===== config.mk =====
export PLATFORM = sky130hd
export DESIGN_NAME = instr_sequencer
export DESIGN_NICKNAME = d
export VERILOG_FILES = /design/src/rtl/instr_sequencer.sv
export SDC_FILE = /design/constraint.sdc
export NUM_CORES = 1
export LEC_CHECK = 0
export CORE_ASPECT_RATIO = 0.9
export CORE_UTILIZATION = 25
export CTS_BUF_LIST = sky130_fd_sc_hd__clkbuf_8 sky130_fd_sc_hd__clkbuf_16
export CTS_CLUSTER_DIAMETER = 40
export DETAILED_ROUTE_END_ITERATION = 12
export PLACE_DENSITY_LB_ADDON = 0.05
export SLEW_MARGIN = 20
export SYNTH_ARGS = -nofsm -noshare
export SYNTH_HDL_FRONTEND = slang
export SYNTH_SLANG_ARGS = --single-unit

===== constraint.sdc =====
create_clock -name clk_i -period 4.51 [get_ports clk_i]
set_input_delay 1.353 -clock clk_i [delete_from_list [all_inputs] [get_ports clk_i]]
set_output_delay 1.353 -clock clk_i [all_outputs]
set_load 0.1 [all_outputs]

===== src/rtl/instr_sequencer.sv =====
// Instruction fetch/issue sequencer for the practical-6 CPU: walks instruction
// memory from address 0 and holds each instruction for its class-specific dwell.
module instr_sequencer #(
    parameter int INSTR_WIDTH = 20,
    parameter int PC_BITS     = 5,
    parameter int LAST_ADDR   = 31
) (
    input  logic                   clk_i,
    input  logic                   rst_i,
    input  logic                   start_i,
    output logic [PC_BITS-1:0]     imem_addr_o,
    input  logic [INSTR_WIDTH-1:0] imem_data_i,
    output logic [INSTR_WIDTH-1:0] instr_o,
    output logic [PC_BITS-1:0]     pc_o,
    output logic                   busy_o,
    output logic                   done_o,
    output logic [7:0]             retired_o
);

    typedef enum logic [1:0] {
        IDLE = 2'b00,
        RUN  = 2'b01,
        DONE = 2'b10
    } state_t;

    state_t                   state_q;
    logic [INSTR_WIDTH-1:0]   instr_q;
    logic [PC_BITS-1:0]       pc_q;
    logic [PC_BITS-1:0]       pcInc_d;
    logic [2:0]               dc_q;
    logic [7:0]               retired_q;
    logic                     busy_q;
    logic                     done_q;
    logic [1:0]               fetchClass_d;
    logic                     isLast_d;

    // Number of control-unit sampling edges each instruction class occupies.
    function automatic logic [2:0] dwellOf(input logic [1:0] cls);
        case (cls)
            2'b01:   dwellOf = 3'd3;
            2'b10:   dwellOf = 3'd4;
            2'b11:   dwellOf = 3'd3;
            default: dwellOf = 3'd0;
        endcase
    endfunction

    assign fetchClass_d = imem_data_i[INSTR_WIDTH-1 -: 2];
    assign pcInc_d      = pc_q + 1'b1;
    assign isLast_d     = (pc_q == PC_BITS'(LAST_ADDR));

    // Prefetch the next word during RUN so it is ready by the time dc reaches 1.
    always_comb begin
        imem_addr_o = '0;
        case (state_q)
            RUN:     imem_addr_o = pcInc_d;
            DONE:    imem_addr_o = pc_q;
            default: imem_addr_o = '0;
        endcase
    end

    always_ff @(posedge clk_i) begin
        if (!rst_i) begin
            state_q   <= IDLE;
            instr_q   <= '0;
            pc_q      <= '0;
            dc_q      <= '0;
            retired_q <= '0;
            busy_q    <= 1'b0;
            done_q    <= 1'b0;
        end else begin
            case (state_q)
                IDLE: begin
                    instr_q <= '0;
                    if (start_i) begin
                        pc_q      <= '0;
                        retired_q <= '0;
                        if (fetchClass_d != 2'b00) begin
                            // Extra edge covers the control unit's RESET->DECODE step.
                            instr_q <= imem_data_i;
                            dc_q    <= dwellOf(fetchClass_d) + 3'd1;
                            state_q <= RUN;
                            busy_q  <= 1'b1;
                        end else begin
                            state_q <= DONE;
                            done_q  <= 1'b1;
                        end
                    end
                end
                RUN: begin
                    dc_q <= dc_q - 3'd1;
                    if (dc_q == 3'd1) begin
                        retired_q <= retired_q + 8'd1;
                        if (isLast_d || fetchClass_d == 2'b00) begin
                            instr_q <= '0;
                            state_q <= DONE;
                            busy_q  <= 1'b0;
                            done_q  <= 1'b1;
                        end else begin
                            instr_q <= imem_data_i;
                            pc_q    <= pcInc_d;
                            dc_q    <= dwellOf(fetchClass_d);
                        end
                    end
                end
                DONE: begin
                    instr_q <= '0;
                end
                default: begin
                    state_q   <= IDLE;
                    instr_q   <= '0;
                    pc_q      <= '0;
                    dc_q      <= '0;
                    retired_q <= '0;
                    busy_q    <= 1'b0;
                    done_q    <= 1'b0;
                end
            endcase
        end
    end

    assign instr_o   = instr_q;
    assign pc_o      = pc_q;
    assign busy_o    = busy_q;
    assign done_o    = done_q;
    assign retired_o = retired_q;

endmodule

==> flow_summary_export.csv <==
group,metric,value,unit
outcome,status,"finished clean",
synthesis,ys_ff_latch,40,
flow_run,cap_violations,0,
clocking,cts_tree,"built",
power,power_frac_clock,15.2,%
synthesis,synth_area_per_cell,8.69,um^2
route,drt-pass1-iter-count,4,
power,p_int,0.000801,W
floorplan,die_h,84.8,um
worst_setup_path,crit_type,"register to output pin",
floorplan,coreArea,7220,um^2
synthesis,synth_async_sr_flop_share,0,%
floorplan,ioPinCount,63,
placement,gp_congestion,0.689,
route,vias,1789,
grt,antenna_found_initial,0,
layout,multi_input_area,1010,um^2
placement,dpl.hpwl,3.52,mm
worst_setup_path,start_kind,"register",
grt,grt_pass1_vias,1710,
clocking,cts_sinks,40,
floorplan,dieArea,7970,um^2
clocking,cts_buffer_depth,2,
sta,fin_tns_setup,0,ns
sta,rsz0062_at_grt,"false",
synthesis,yosysMostFrequentCell,"dfxtp_1",
sta,fmax,283,MHz
sta,slew_headroom,34.2,%
worst_setup_path,cp-end-kind,"output pin",
synthesis,synth_edf_count,0,
worst_setup_path,crit_path_max_fanout,25,
sta,hold_viol_final,0,
synthesis,yosysTopAreaCellShare,42.1,%
synthesis,synth_cell_types,44,
worst_setup_path,crit_arrival,2.19,ns
sta,post-route-period-util,78.5,%
clocking,path_clk_slew,0.09,ns
synthesis,yosysSeqAreaShare,42.1,%
route,via_per_inst,4.82,
layout,fill_cells,746,
sta,clock_skew,0.0101,ns
sta,finalCriticalPeriod,3.54,ns
synthesis,ys_top_cells_by_count,"dfxtp_1, nor2_1, a22oi_1, nand2_1, a21oi_1",
layout,ff_latch_area,801,um^2
placement,port_buffers,62,
grt,grt_pass1_wl,8.41,mm
route,drtAntennaViolNets,0,
worst_setup_path,cpMaxStageDelayCell,"ha_1",
clocking,clk_latency,0.29,ns
placement,dpl_cell_area,2580,um^2
power,comb_power_share,57.2,%
power,total_power,0.00165,W
synthesis,yosysWarnings,0,
sta,worst_pin_slew,0.985,ns
grt,grt_remaining_overflow,0,
synthesis,netlist_instances,219,
sta,setup_violations,0,
route,avgRoutedWirePerCell,14.0,um
clocking,ctsResizeCount,0,
worst_setup_path,crit_required,3.16,ns
floorplan,initial_core_util,26.4,%
power,swShare,51.5,%
floorplan,placementRows,29,
clocking,hold_buffers,0,
power,p_switching,0.000850,W
synthesis,yosys.area.top_type,"dfxtp_1",
clocking,postCtsSetupBuffers,0,
synthesis,synth_top_flop_cell,"dfxtp_1",
layout,n_antenna_cell,0,
clocking,cts-root-buf,"clkbuf_8",
power,p_leak,0.938,nW
synthesis,synth.area.top_cells,"dfxtp_1, a22oi_1, ha_1",
layout,nets,308,
hold_path,worstHoldPathType,"register to register",
power,power.density,618,nW/um^2
clocking,htree_levels,2,
layout,layout-drive-gt1-share,9.35,%
route,drt_iter0_markers,67,
route,drc,0,
synthesis,synth.cell_area,1900,um^2
power,pwr-share-seq,27.6,%
layout,post-route-cell-area,2670,um^2
grt,grt_max_degree,29,
layout,area_growth,40.5,%
clocking,cts-buffers-inserted,5,
synthesis,syn-num-nets,250,
route,wl,5.21,mm
worst_setup_path,max_stage_delay,0.74,ns
floorplan,die_x,94.0,um
power,ir_worst_vdd,0.216,mV
grt,grt_usage,13.4,%
sta,maxSlewViolCount,0,
worst_setup_path,crit_chain,"inv_1 -> ha_1 -> nor2b_1 -> o21ai_0 -> a21boi_1 -> buf_4",
[critical path: cells and delay by family (launching register included)]
kind	cells	cell delay [ns]
adders and majority gates	1	0.74
buffers and inverters	2	0.40
DFF	1	0.32
AOI/OAI and AO/OA	2	0.23
and+or+nand+nor	1	0.20
[layout make-up]
cell class	count	area share, %
multi-input combinational	158	37.9
sequential	40	29.9
timing repair buffer	63	23.0
tap	93	4.35
clock buffer	6	3.09
inverter	9	1.26
clock inverter	2	0.421
[layout by cell type (no fill, tap or decap), types with 2 or more instances in the layout]
cell type	n
o21ai_0	13
buf_4	6
ha_1	8
nand3_1	7
nand3b_1	3
nor2b_1	3
inv_1	9
a21oi_1	15
clkdlybuf4s50_1	57
or3_1	6
nor2_1	23
and2_1	2
a211oi_1	4
o22ai_1	3
nand2_1	16
or2_2	3
nor3_1	4
a21boi_1	2
dfxtp_1	40
clkbuf_8	6
a22oi_1	22
nand2b_1	2
o211ai_1	2
[power groups by stage]
stage	Sequential, W	Combinational (W)	Clock, W
after floorplan	0.000776	0.000420	0
after global placement	0.000462	0.000953	0
after detailed placement	0.000464	0.000949	0
after CTS	0.000455	0.000952	0.000263
after global routing	0.000462	0.00101	0.000280
final	0.000455	0.000945	0.000251
[metal layers]
layer	share of wire, %	global-route usage [%]	wire [um]	vias to the layer above
met4	0.56	3.36	29	0
met3	3.2	3.08	167	2
met5	0	0	0	-
met1	52	18.4	2720	844
li1	-	-	-	915
met2	44	21.2	2290	28
[cells by family after synthesis]
| group | after synthesis | synth area share [%] |
|---|---|---|
| AOI/OAI and AO/OA | 72 | 26.4 |
| and+or+nand+nor | 76 | 20.6 |
| muxes | 1 | 0.592 |
| adders and majority gates | 8 | 5.26 |
| xor gates and xnor gates | 1 | 0.460 |
| buffers and inverters | 21 | 4.67 |
| DFF | 40 | 42.1 |
[path summary, 6_finish.rpt]
kind | endpoint | from | cells after the start | slack, ns
max | imem_addr_o[2] | state_q[1] | 6 | 0.97
min reg2reg | instr_o[19] | instr_o[19] | 2 | 0.46
max reg2reg | pc_o[2] | pc_o[0] | 7 | 2.17
min | instr_o[19] | instr_o[19] | 2 | 0.46
[stage by stage]
stage                     utilization [%]  hold slack, ns  worst slack, ns  instances
after floorplan                         -           0.471           0.0869        219
after global placement               35.7           0.445             1.29        363
after detailed placement             35.7           0.447             1.27        363
after CTS                            37.0           0.457            0.951        371
after global routing                 37.0           0.508            0.777        371
final                                37.0           0.457            0.971        371
[state kept, by name, summed over array words and instances (netlist names)]
| signal | cells |
|---|---|
| busy_o | 1 |
| dc_q | 3 |
| done_o | 1 |
| instr_o | 20 |
| pc_o | 5 |
| retired_o | 8 |
| state_q | 2 |
Power figures use the tool's default switching activity.
